<file path="config.mk">
export PLATFORM = sky130hd
export DESIGN_NAME = uart_tx_fifo
export DESIGN_NICKNAME = d
export VERILOG_FILES = /design/src/rtl/uart_tx_fifo.sv
export SDC_FILE = /design/constraint.sdc
export NUM_CORES = 1
export LEC_CHECK = 0
export ABC_CLOCK_PERIOD_IN_PS = 2600
export CORE_MARGIN = 4
export CORE_UTILIZATION = 45
export CTS_CLUSTER_SIZE = 8
export DETAILED_ROUTE_END_ITERATION = 10
export PLACE_DENSITY = 0.64
export SLEW_MARGIN = 10
export SYNTH_ARGS = -nofsm -noshare
export SYNTH_HDL_FRONTEND = slang
export SYNTH_SLANG_ARGS = --single-unit
</file>
<file path="constraint.sdc">
create_clock -name i_clk -period 2.6 [get_ports i_clk]
set_input_delay 0.52 -clock i_clk [delete_from_list [all_inputs] [get_ports i_clk]]
set_output_delay 0.52 -clock i_clk [all_outputs]
set_load 0.03 [all_outputs]
</file>
<file path="src/rtl/uart_tx_fifo.sv">
// UART transmitter fed by a small input FIFO; sends queued words as
// back-to-back frames (start, data, optional parity, 1-2 stop bits).
module uart_tx_fifo #(
    parameter int unsigned DATA_W       = 8,
    parameter int unsigned CLKS_PER_BIT = 16,
    parameter int unsigned PARITY       = 0,
    parameter int unsigned STOP_BITS    = 1,
    parameter int unsigned MSB_FIRST    = 0,
    parameter int unsigned FIFO_DEPTH   = 4
) (
    input  logic                        i_clk,
    input  logic                        i_rst,
    input  logic [DATA_W-1:0]           i_data,
    input  logic                        i_valid,
    output logic                        o_ready,
    output logic                        o_tx,
    output logic                        o_busy,
    output logic                        o_done,
    output logic [$clog2(FIFO_DEPTH):0] o_fifo_level
);
    localparam int unsigned AW = $clog2(FIFO_DEPTH);
    localparam int unsigned BW = $clog2(CLKS_PER_BIT);
    localparam logic [BW-1:0] BAUD_LAST = BW'(CLKS_PER_BIT - 1);
    localparam logic [AW:0]   FULL      = (AW+1)'(FIFO_DEPTH);
    localparam logic [3:0]    DATA_LAST = 4'(DATA_W - 1);
    localparam logic [3:0]    STOP_LAST = 4'(STOP_BITS - 1);

    typedef enum logic [2:0] {
        S_IDLE,
        S_START,
        S_DATA,
        S_PARITY,
        S_STOP
    } state_t;

    state_t            state, state_n;
    logic [DATA_W-1:0] mem [FIFO_DEPTH];
    logic [AW-1:0]     wr_ptr, rd_ptr;
    logic [AW:0]       level;
    logic              push, pop, load;
    logic [BW-1:0]     baud, baud_n;
    logic [3:0]        bit_cnt, bit_n;
    logic [DATA_W-1:0] shift, shift_n, shifted;
    logic              par, par_n, tx, tx_n;
    logic              bit_end, first_bit, next_bit, head_par;

    assign o_ready      = (level < FULL);
    assign push         = i_valid && o_ready;
    assign o_fifo_level = level;
    assign o_tx         = tx;
    assign o_busy       = (state != S_IDLE);
    assign bit_end      = (baud == BAUD_LAST);

    always_ff @(posedge i_clk) begin
        if (push) begin
            mem[wr_ptr] <= i_data;
        end
    end

    always_ff @(posedge i_clk or negedge i_rst) begin
        if (!i_rst) begin
            wr_ptr <= '0;
            rd_ptr <= '0;
            level  <= '0;
        end else begin
            if (push) wr_ptr <= wr_ptr + AW'(1);
            if (pop)  rd_ptr <= rd_ptr + AW'(1);
            case ({push, pop})
                2'b10:   level <= level + (AW+1)'(1);
                2'b01:   level <= level - (AW+1)'(1);
                default: ;
            endcase
        end
    end

    // Bit order is a parameter, so the serial tap and shift direction are fixed.
    always_comb begin
        if (MSB_FIRST != 0) begin
            shifted   = {shift[DATA_W-2:0], 1'b0};
            first_bit = shift[DATA_W-1];
            next_bit  = shift[DATA_W-2];
        end else begin
            shifted   = {1'b0, shift[DATA_W-1:1]};
            first_bit = shift[0];
            next_bit  = shift[1];
        end
        head_par = (^mem[rd_ptr]) ^ (PARITY == 1);
    end

    always_comb begin
        state_n = state;
        baud_n  = bit_end ? '0 : baud + BW'(1);
        bit_n   = bit_cnt;
        shift_n = shift;
        par_n   = par;
        tx_n    = tx;
        load    = 1'b0;
        o_done  = 1'b0;
        case (state)
            S_IDLE: begin
                baud_n = '0;
                tx_n   = 1'b1;
                load   = (level != '0);
            end
            S_START: begin
                if (bit_end) begin
                    state_n = S_DATA;
                    tx_n    = first_bit;
                end
            end
            S_DATA: begin
                if (bit_end) begin
                    bit_n = bit_cnt + 4'd1;
                    if (bit_cnt == DATA_LAST) begin
                        bit_n = '0;
                        if (PARITY != 0) begin
                            state_n = S_PARITY;
                            tx_n    = par;
                        end else begin
                            state_n = S_STOP;
                            tx_n    = 1'b1;
                        end
                    end else begin
                        shift_n = shifted;
                        tx_n    = next_bit;
                    end
                end
            end
            S_PARITY: begin
                if (bit_end) begin
                    state_n = S_STOP;
                    tx_n    = 1'b1;
                    bit_n   = '0;
                end
            end
            S_STOP: begin
                if (bit_end) begin
                    bit_n = bit_cnt + 4'd1;
                    if (bit_cnt == STOP_LAST) begin
                        o_done  = 1'b1;
                        state_n = S_IDLE;
                        tx_n    = 1'b1;
                        load    = (level != '0);
                    end
                end
            end
            default: state_n = S_IDLE;
        endcase
        // A pop always launches a start bit, whether from idle or straight out of stop.
        if (load) begin
            state_n = S_START;
            shift_n = mem[rd_ptr];
            par_n   = head_par;
            bit_n   = '0;
            baud_n  = '0;
            tx_n    = 1'b0;
        end
        pop = load;
    end

    always_ff @(posedge i_clk or negedge i_rst) begin
        if (!i_rst) begin
            state   <= S_IDLE;
            baud    <= '0;
            bit_cnt <= '0;
            shift   <= '0;
            par     <= 1'b0;
            tx      <= 1'b1;
        end else begin
            state   <= state_n;
            baud    <= baud_n;
            bit_cnt <= bit_n;
            shift   <= shift_n;
            par     <= par_n;
            tx      <= tx_n;
        end
    end
endmodule

</file>
Word level (Yosys, flattened, before mapping):

Memory sizes are Yosys's and may differ from the RTL's.
Index checks and enable logic that the tools add are counted.

* eq/ne operators: 16
* magnitude comparators: 1
* muxes and demuxes: 38
* $add $sub $neg: 6
* reduce and logical (&&, ||, !) cells: 14

Operators by type and width (count)
* 4-bit 2-to-1 mux: 8
* 8-bit 2-to-1 mux: 4
* 3-bit 2-to-1 mux: 7
* 3-bit inequality test (second input constant): 6
* 3-bit case mux with 5 select lines: 1
* 1-bit 2-to-1 mux: 14
* 4-bit case mux with 3 select lines: 1
* 4-bit by 1-bit adder with 4-bit output (second input constant): 2
* 7-bit AND reduction: 1
* 3-bit by 2-bit == test with 1-bit output (second input constant): 2
* 3-bit case mux with 2 select lines: 1
* 6-bit AND reduction: 1
* 2-bit nonzero test: 3
* 3-bit nonzero test: 2
* 6-bit nonzero test: 1
* 1-bit case mux with 5 select lines: 1
* 2-bit by 1-bit adder with 2-bit output (second input constant): 2
* 4-bit by 3-bit == test with 1-bit output (second input constant): 1
* 4-bit == test (second input constant): 1
* 4-bit zero test: 1
* 2-bit inequality test (second input constant): 2
* 4-bit AND reduction: 1
* 4-bit nonzero test: 1
* 3-bit by 1-bit adder with 3-bit output (second input constant): 1
* 10 further kinds: 10

* bits of input ports: 11
* RAM bits: 32
* memories kept: 1
* flip-flop bits (word level): 27

Memory list
* mem: words 4, width 8, read ports 1, clocked after memory_dff 0, wr ports 1, line 37 `logic [DATA_W-1:0] mem [FIFO_DEPTH];`

Logic depth before layout (Yosys ltp):

Gate-level depths: netlist of the first run.

* depth in word-level cells: 6
* depth in mapped cells: 11

Worst setup path after synthesis of the first run:

OpenSTA, ideal clock, no wires.

* path kind: flip-flop to flip-flop
* start: register bit_cnt[0]
* end: register level[2], in the netlist o_fifo_level[2]
* setup time: 0.132 ns
* stages on the path, launching flop included: 12
* path buffers: 0
* data required time: 2.468 ns
* data arrival time: 2.273 ns
* setup slack: 0.195 ns
* clock period less this slack: 2.405 ns
* cells stage by stage: dfrtp_1 inv_1 ha_1 nor3b_1 nand2_1 a21oi_2 ha_1 inv_1 fa_1 xor2_1 nor2_1 xnor2_1

* cells in the longest elaborated chain, start to end: 6
* elaborated cells on any way between the ends: 8

RTL lines
* start, declared: line 42 `logic [3:0] bit_cnt, bit_n;`
* start signal, assigned: line 172 `bit_cnt <= bit_n;`
* 4-bit zero test *: line 139 `if (bit_cnt == STOP_LAST) begin`
* 1-bit 2-to-1 mux *: line 139
* 1-bit 2-to-1 mux *: line 137 `if (bit_end) begin`
* 1-bit case mux with 2 select lines *: line 99 `case (state)`
* net load: line 40 `logic push, pop, load;`
* 2-bit by 1-bit == test with 1-bit output or 2-bit == test (tied branches): line 68 `case ({push, pop})`
* 3-bit case mux with 2 select lines or 2-bit nonzero test (tied branches)
* end signal, assigned: line 69 `2'b10: level <= level + (AW+1)'(1);`
* end signal, assigned: line 70 `2'b01: level <= level - (AW+1)'(1);`
* end, declared: line 39 `logic [AW:0] level;`

Mark *: on every way through the listed nets, which the timed path passes. The rest lies on a longest branch.
A chain may end at the register's enable or synchronous reset.

Final worst setup path of the first run:

* start: register state[2]
* end: output port o_busy

* cells in the longest elaborated chain, start to end: 1

RTL lines
* start, declared: line 36 `state_t state, state_n;`
* start signal, assigned: line 170 `state <= state_n;`
* 3-bit nonzero test: line 51 `assign o_busy = (state != S_IDLE);`
* end, declared: line 17 `output logic o_busy,`

Every way passes these cells.

==> results.md, run 1 <==
- Yosys mapped the design onto 49 distinct sky130hd cell types.
- The placer congestion estimate is approximately 0.81.
- The final cell count without fillers is 303.
- The period utilization is 0.941.
- The share of total power dissipated in sequential elements is 0.417.
- The via count of the first global-routing pass is about 1800.
- The total leakage power is between 1 and 1.5 nW.
- The area of the core region is 0.00568 sq mm.
- The slowest stage of the critical path is the clkdlybuf4s50_1 cell.
- The root buffer cell chosen for the clock tree is clkbuf_8.
- The chip height is about 86 microns.
- For this block, the routed nets add up to between 4 and 5 mm of wire.
- At the pin with the least slew margin, the transition time is approximately 570 ps.
- The detail route stage leaves a number of antenna-violating nets equal to 0.
- The share of the yosys chip area belonging to registers is 0.605.
- The layout net count is 246.
- Internal power comes to 2.40 mW.
- Including well taps, the total number of placed cells is 287.
- Of all flip-flops after synthesis, the portion carrying an async set or reset was 0.458.
- The worst hold margin is approximately 500 ps.
- The DRC violations left is 0.
- The number of buffers added on ports is 17.
- 0 antenna diodes ended up in the layout.
- Setup violations remaining at the end of the flow were counted as 0.
- The x dimension of the die is 85.6 microns.
- The net switching power is 1.17 mW.
- Traced cell by cell, the critical path runs through buf_4, nor3_1, inv_1, clkdlybuf4s50_1.
- The area growth from synthesis to final layout is 18.8%.
- The global-route total usage across every layer is 0.150.
- Once the clock tree was built, the setup fixing pass inserted 0 buffers.
- The number of buffer and inverter stages on the critical path is 3.
- The clock arrives with 8.29 ps of skew.
- The largest single stage delay on the critical path is 600 ps.
- Dividing total power by cell area gives a power density of 1110 mW/mm^2.
- The largest delay contributor family on the critical path is buffers and inverters.
- The total number of placement rows is 27.
- The worst setup path is captured at a primary output.
- Setup repair after global routing left no endpoint under its margin.
- The maximum resistive drop on vdd is 0.599 mV.
- Of the cells placed in the final design, the portion with a size suffix greater than 1 is 0.173.
- The synthesized netlist net count is 220.
- CTS built an H-tree with a depth of 3.
- Once routing completed, OpenROAD measured the worst setup slack at 153 ps.
- After clock tree synthesis, the clock-pin slew on the worst setup and hold paths is 70 ps.
- The total overflow left after global routing is 0.
- Dividing the synthesized area by the synthesized cell count gives ~14 sq um.
- The first-pass iteration count of the detailed router is 4.
- For this design the top-level I/O count stands at 18.
- For the worst setup path, the data required time is 2080 ps.
- Timing would allow up to 409 MHz.
- The die outline area is 0.00732 sq mm.
- The clock latency on the worst-skew pair is 330 ps.
- In this run, CTS created clock tree buffers numbering 9.
- The kind of launch point of the worst setup path is a register.
- The fraction of power consumed by combinational cells is 0.294.
- TritonCTS built the clock tree.
- Of the total power, the share spent switching nets is 0.327.
- Of the total power, the clock network draws 0.289.
- The post-cts hold buffer count is 0.
- Max-cap violations in this run came to 0.
- Total power for the finished layout comes to 3.57 mW.
- The final period demand of the worst path is 2450 ps.
- The largest fanout on the critical path is 9.
- The max-slew headroom at the worst pin is 0.617.
- The number of violations reported at the end of detailed-routing iteration 0 is 73.
- The run finished with clean final reports.
- The synthesized design contains 59 register bits.
- The count of final max-slew check failures is 0.
- The path category of the worst min-delay check is register to register.
- At the worst endpoint, the arrival time is 1930 ps.
- The critical path is of the register to primary output type.
- For this run, the number of Yosys warnings is 0.
- The clock sink count is 59.
- The number of hold violations in the final report is 0.
- The setup TNS after final layout is 0 ps.
- The half-perimeter wire length after placement is 3.41 mm.
- The pin count of the biggest net entering global routing is 28.
- No sink is reached through more buffers than the 2 on the longest clock path.
- The first global-routing pass estimated 8.39 mm of wire.
- For this run, the leading register cell type out of synthesis is edfxtp_1.
- In the final routed layout, each cell accounts on average for 15.9 microns.
- Synthesis produced a netlist whose cell count is 200.
- The mapped cell area is 0.00271 sq mm.
- The number of enable flip-flop cells after synthesis is 32.
- After detailed routing, the number of vias per cell comes to 5.44.
- The total vias in the final route is 1649.
- The number of antenna violations at the first check in global routing is 0.
- At the placement stage, the worst setup path has a slack of between 100 and 150 ps.
- The initial core utilization is 0.477.
==> state kept, by name (all words and copies together), names as in the netlist <==
name	cells
mem	32
shift	8
baud	4
bit_cnt	4
o_fifo_level	3
state	3
rd_ptr	2
wr_ptr	2
o_tx	1
==> kinds of logic (layout without fill, tap and decap cells) <==
family                     count (synthesis)  after routing  share of synthesized area
buffers and inverters                     22             53                     0.0388
adders and majority gates                  9              9                     0.0444
DFF                                       59             59                      0.605
AOI/OAI and AO/OA                         37             37                     0.0939
muxes                                     15             15                     0.0929
and+or+nand+nor                           51             51                      0.102
xor gates and xnor gates                   7              7                     0.0227
==> placed cells by master (no fill, tap or decap), types with 2 or more instances in the layout <==
master | netlist | routed
bufinv_16 | 0 | 3
edfxtp_1 | 32 | 32
mux4_2 | 8 | 8
xnor2_1 | 5 | 5
inv_1 | 12 | 12
inv_6 | 0 | 2
nand3_1 | 12 | 12
o21ai_0 | 11 | 11
dfrtp_1 | 26 | 26
nor3_1 | 4 | 4
and3_1 | 2 | 2
nor2_1 | 6 | 6
nand2b_1 | 3 | 3
xor2_1 | 2 | 2
buf_4 | 3 | 8
o22ai_1 | 3 | 3
mux2i_1 | 6 | 6
and2_1 | 4 | 4
nand2_1 | 10 | 10
a221o_1 | 2 | 2
a211o_1 | 2 | 2
a21oi_1 | 6 | 6
clkbuf_8 | 0 | 9
ha_1 | 8 | 8
clkdlybuf4s50_1 | 0 | 16
nor2b_1 | 2 | 2
==> power groups by stage <==
stage | combinational, mW | sequential (mW) | clock (mW)
global placement | 1.02 | 1.49 | 0
floorplan | 0.802 | 1.43 | 0
CTS | 1.06 | 1.49 | 1.05
finish | 1.05 | 1.49 | 1.03
global route | 1.17 | 1.53 | 1.10
detailed placement | 1.06 | 1.51 | 0
==> cell type report <==
cell class / instances / area, sq um
clock buffer: 9 / 124
clock inverter: 7 / 124
fill: 469 / 2460
inverter: 12 / 45.0
multi-input combinational: 119 / 968
sequential: 59 / 1640
tap: 72 / 90.1
timing repair buffer: 25 / 225
==> metal layers <==
metal,up-vias,track usage,wire (microns),part of all wire
met1,812,0.184,2140,0.44
met2,29,0.252,2440,0.51
met4,0,0.0604,77,0.016
met5,-,0,0,0
met3,11,0.0403,162,0.034
li1,797,-,-,-
==> cells in the mapped netlist (all sizes together) (2+ instances only) <==
library cell  instances  area, sq um
edfxtp               32          961
nand2                10         37.5
nor2                  6         22.5
o22ai                 3         18.8
nand2b                3         18.8
buf                   8         52.5
and3                  2         12.5
xor2                  2         17.5
xnor2                 5         43.8
a211o                 2         17.5
a221o                 2         20.0
nor3                  4         20.0
a21oi                 7         38.8
ha                    8          100
nor2b                 2         12.5
inv                  12         45.0
dfrtp                26          651
mux2i                 6         60.1
clkbuf                2         7.51
mux4                  8          180
nor3b                 2         15.0
and2                  4         25.0
or3b                  2         20.0
nand3                12         60.1
o21ai                12         63.8
==> final timing paths <==
path	endpoint	cells after the start	slack (ps)	start
setup / recovery	o_busy	4	150	state[2]$_DFFE_PN0P_
hold / removal	state[1]$_DFFE_PN0P_	1	490	state[2]$_DFFE_PN0P_
setup reg to reg	o_fifo_level[2]$_DFFE_PN0P_	11	270	bit_cnt[0]$_DFFE_PN0P_
hold reg to reg	state[1]$_DFFE_PN0P_	1	490	state[2]$_DFFE_PN0P_
max in group asynchronous	o_tx$_DFFE_PN1P_	2	1720	i_rst
min in group asynchronous	baud[1]$_DFF_PN0_	2	560	i_rst
==> what timing repair did <==
| action | 4_1_cts | 5_1_grt |
|---|---|---|
| gates resized for setup | 2 | 2 |
| endpoints found under the setup margin | 1 | 1 |
| pin swaps | 0 | 0 |
==> through the flow <==
stage | utilization | instance area, sq um
6_report | 0.566 | 3210
5_1_grt | 0.566 | 3210
4_1_cts | 0.567 | 3220
3_5_place_dp | 0.523 | 2970
3_3_place_gp | 0.523 | 2970
2_1_floorplan | - | 2710
Note: power is estimated with default switching activity, not from simulation.
==> run 2, diff against run 1 <==
--- a/config.mk
+++ b/config.mk
@@ -5,6 +5,7 @@
 export SDC_FILE = /design/constraint.sdc
 export NUM_CORES = 1
 export LEC_CHECK = 0
+export ABC_AREA = 1
 export ABC_CLOCK_PERIOD_IN_PS = 2600
 export CORE_MARGIN = 4
 export CORE_UTILIZATION = 45
==> run 2 against run 1 <==
  * Global-route usage rose by 0.14 points
  * Critical endpoint unchanged
  * Sequential power fell by 23%
  * Core utilization fell by 2.1 points
  * Synthesized cell count rose by 36%
  * Largest cell class unchanged
  * Critical path type unchanged
  * Worst hold slack got worse by 22 ps
  * Sequential cell count did not move
==> results.md, run 2 <==
- STA classifies the critical path endpoint as a primary output.
- The number of enable flip-flop cells after synthesis came to 32 (unchanged).
- The number of gates given a new drive strength after cts is 0 (-2).
- The total inserted antenna cells was 0 (unchanged).
- The first-pass iteration count of the detailed router is 4 (unchanged).
- The highest clock frequency the design can meet was 429 MHz (+4.9%).
- The H-tree depth is 3 (unchanged).
- The net switching power is 0.716 mW (-39%).
- Setup repair after global routing left no endpoint under its margin.
- The global-route wire length before repair is 8.68 mm (+3.5%).
- The fraction of final layout cells with drive strength greater than 1 is 0.143 (-0.0298).
- The library cell contributing the largest single delay on the critical path is clkdlybuf4s50_1.
- In this run the critical register-to-register path is captured at o_fifo_level[2]$_DFFE_PN0P_.
- The share of the yosys chip area belonging to registers was 0.598 (-0.00691).
- In the final layout, the registers with the most flip-flops are mem (32), shift (8).
- The count of warnings emitted by yosys is 0 (unchanged).
- The area of the core region is 0.00592 sq mm (+4.3%).
- The final-report setup violation count came to 0 (unchanged).
- TritonCTS built the clock tree.
- The run finished with clean final reports.
- The synthesized netlist net count is 292 (+33%).
- The count of final max-slew check failures is 0 (unchanged).
- The switching power as a share of total power is 0.294 (-0.0330).
- The fraction of power consumed by combinational cells came to 0.173 (-0.121).
- The post-synthesis instance total came to 272 (+36%).
- The part of the total power dissipated in sequential elements came to 0.469 (+0.052).
- Counting flops per register, the top entry is mem.
- The hold-critical path depth is 2 (+1).
- The x dimension of the die is 86.0 microns (+0.52%).
- Yosys attributes the largest share of cell area to edfxtp_1 35%, dfrtp_1 24%, nand2_1 6.4%.
- The initial core utilization is 0.462 (-0.0145).
- The layout net count was 322 (+31%).
- The sink of the worst hold path is o_tx$_DFFE_PN1P_.
- Yosys instantiated no cell more often than nand2_1.
- The post-route antenna net violation count was 0 (unchanged).
- The mean area per synthesized cell is 10.1 sq um (-26%).
- The area growth from synthesis to final layout is 18.0%.
- The flip-flop count of the largest register, all copies and words added is 32 (unchanged).
- The total length of routed wires is 4.92 mm (+2.2%).
- The final period demand of the worst path is 2330 ps (-114 ps).
- The clock-pin slew on the worst setup and hold paths is 80 ps (about the same).
- The via-per-instance ratio came to 4.95 (-9.1%).
- The number of fillers in the final layout is 541 (+15%).
- The clock buffer count from CTS is 9 (unchanged).
- The via count of the first global-routing pass came to 1875 (+6.4%).
- The buffer levels on the longest clock path was 2 (unchanged).
- The total met3 wirelength after detailed routing is 141 microns (-13%).
- The number of violations reported at the end of detailed-routing iteration 0 is 98 (+34%).
- The delay of the slowest cell on the worst path came to 590 ps (about the same).
- The post-synthesis sequential element count came to 59 (unchanged).
- The clock latency on the worst-skew pair is 340 ps (about the same).
- The cell type contributing the most total cell area after synthesis is edfxtp_1.
- The total vias in the final route was 1889 (+15%).
- The chip height is 86.0 microns (+0.52%).
- The total overflow reported by the global router is 0 (unchanged).
- The max-slew headroom at the worst pin is 0.683 (+0.0656).
- The worst register-to-register path begins at baud[0]$_DFF_PN0_.
- The commonest register cell after synthesis is edfxtp_1.
- The amount of wire on met2 after detailed routing was 2.32 mm (-4.9%).
- The die outline area is 0.00740 sq mm (+1.0%).
- The setup TNS after final layout is 0 ps (unchanged).
- The arrival time at the worst endpoint is 1810 ps (-120 ps).
- The number of hold violations in the final report came to 0 (unchanged).
- Counting instances in the post-synthesis netlist gives the leading cell types as 47 x nand2_1, 34 x nor2_1, 32 x edfxtp_1.
- The wire length on met1 is 2.37 mm (+11%).
- The share of the synthesized area in the top cell type is 0.351 (-0.00406).
- The total number of placement rows is 28 (+3.7%).
- The worst setup slack for register-to-register paths is 410 ps (+140 ps).
- The half-perimeter wire length after placement is 3.35 mm (-1.9%).
- The critical path goes through inv_1, nand2_2, nor2_4, inv_2, clkdlybuf4s50_1.
- The library cell used most frequently in the layout, excluding fill and tap cells, is nand2_1.
- The mapped cell area was 0.00274 sq mm (+1.2%).
- The largest fanout on the critical path is 7 (-2).
- The clock power share came to 0.359 (+0.070).
- The pin count of the biggest net entering global routing is 28 (unchanged).
- The worst clock skew on the final layout is 11.0 ps (+2.75 ps).
- The slew at the pin with the worst max-slew slack is 473 ps (-102 ps).
- The DRC violations left was 0 (unchanged).
- The path category of the worst min-delay check is register to register.
- The global-route total usage across every layer is 0.152 (+0.00142).
- The number of top-level pins is 18 (unchanged).
- Clock tree synthesis selected as its root buffer the cell clkbuf_8.
- The power density over the cells is 755 mW/mm^2 (-32%).
- The number of different library cells in the post-synthesis netlist is 28 (-43%).
- The number of setup buffers added after CTS is 0 (unchanged).
- The number of buffers added on ports is 17 (unchanged).
- The total leakage power was 1.38 nW (+9.0%).
- The period utilization is 0.897 (-0.0440).
- The internal portion of total power came to 1.72 mW (-28%).
- The number of maximum-capacitance constraint violations came to 0 (unchanged).
- The length in cells of the worst reg-to-reg path is 11 (unchanged).
- The clock sink count was 59 (unchanged).
- The routed length per instance is 12.9 microns (-19%).
- The post-cts hold buffer count came to 0 (unchanged).
- The share of the core filled with cells in the final layout is 0.545 (-0.0209).
- The critical path data required time is 2080 ps (about the same).
- The startpoint identified for the worst hold timing path is o_tx$_DFFE_PN1P_.
- The highest metal layer used by the detailed router is met4.
- The share of synthesized registers carrying an async set or reset was 0.458 (unchanged).
- The placer congestion estimate was 0.805 (-1.0%).
- The critical path in this run is classified as register to primary output.
- The maximum resistive drop on vdd is 0.538 mV (-10%).
- The number of antenna violations at the first check in global routing is 0 (unchanged).
- The library cells used most frequently in the layout, excluding fill and tap cells, are 47 x nand2_1, 34 x nor2_1, 32 x edfxtp_1, 26 x nand3_1, 26 x dfrtp_1.
- STA classifies the critical path startpoint as a register.
-- run 2: changes by cell type after synthesis, sizes merged, moves of 5 or more --
cell   delta
o22ai     +5
nor2     +31
mux4      -8
nand3    +17
mux2i     -6
inv      +17
nand2    +44
o21ai    +12
-- run 2: critical path: cells and delay by family, from the launching register on --
kind	cells	cell delay [ps]
buffers and inverters	3	790
flip-flops	1	420
AND/OR/NAND/NOR	2	260
-- run 2: routing by layer --
metal | global-route usage | vias up
met3 | 0.0403 | 10
met4 | 0.0734 | 0
li1 | - | 974
met2 | 0.241 | 22
met1 | 0.191 | 883
met5 | 0 | -
-- run 2: final cells by class --
| type | count | area [sq um] | share of cell area |
|---|---|---|---|
| clock inverter | 7 | 82.6 | 0.0256 |
| clock buffer | 9 | 124 | 0.0384 |
| sequential | 59 | 1640 | 0.507 |
| tap | 75 | 93.8 | 0.0291 |
| inverter | 29 | 109 | 0.0337 |
| multi-input combinational | 178 | 950 | 0.294 |
| timing repair buffer | 25 | 233 | 0.0721 |
-- run 2: cell families after synthesis --
kind of cell	share of synthesized area
AOI/OAI and AO/OA	0.0704
xor gates and xnor gates	0.0192
DFF	0.598
adders and majority gates	0.0439
and+or+nand+nor	0.213
buffers and inverters	0.0548
-- run 2: per-stage QoR --
step / instance area [sq um] / setup WS, ps / hold WS [ps] / cells / power, mW
finish: 3230 / 268 / 471 / 382 / 2.44
floorplan: 2740 / 207 / 224 / 272 / 1.41
global route: 3230 / 190 / 492 / 382 / 2.56
global placement: 3020 / 443 / 459 / 366 / 1.58
detailed placement: 3020 / 425 / 465 / 366 / 1.59
CTS: 3230 / 66.6 / 475 / 382 / 2.46
-- run 2: worst max-delay path by stage --
stage / from / to / cells after the start
after detailed placement: baud[0]$_DFF_PN0_ / o_fifo_level[2]$_DFFE_PN0P_ / 11
after global routing: state[0]$_DFFE_PN0P_ / o_busy / 5
after global placement: baud[0]$_DFF_PN0_ / o_fifo_level[2]$_DFFE_PN0P_ / 11
after floorplan: o_fifo_level[2]$_DFFE_PN0P_ / o_fifo_level[2]$_DFFE_PN0P_ / 11
final: state[0]$_DFFE_PN0P_ / o_busy / 5
after CTS: bit_cnt[0]$_DFFE_PN0P_ / o_done / 7
-- run 2: power by group through the flow --
| stage | clock network, mW | logic [mW] | registers (mW) |
|---|---|---|---|
| 4_1_cts | 0.892 | 0.428 | 1.14 |
| 5_1_grt | 0.934 | 0.466 | 1.16 |
| 3_3_place_gp | 0 | 0.423 | 1.16 |
| 6_report | 0.874 | 0.421 | 1.14 |
| 3_5_place_dp | 0 | 0.426 | 1.16 |
| 2_1_floorplan | 0 | 0.208 | 1.21 |
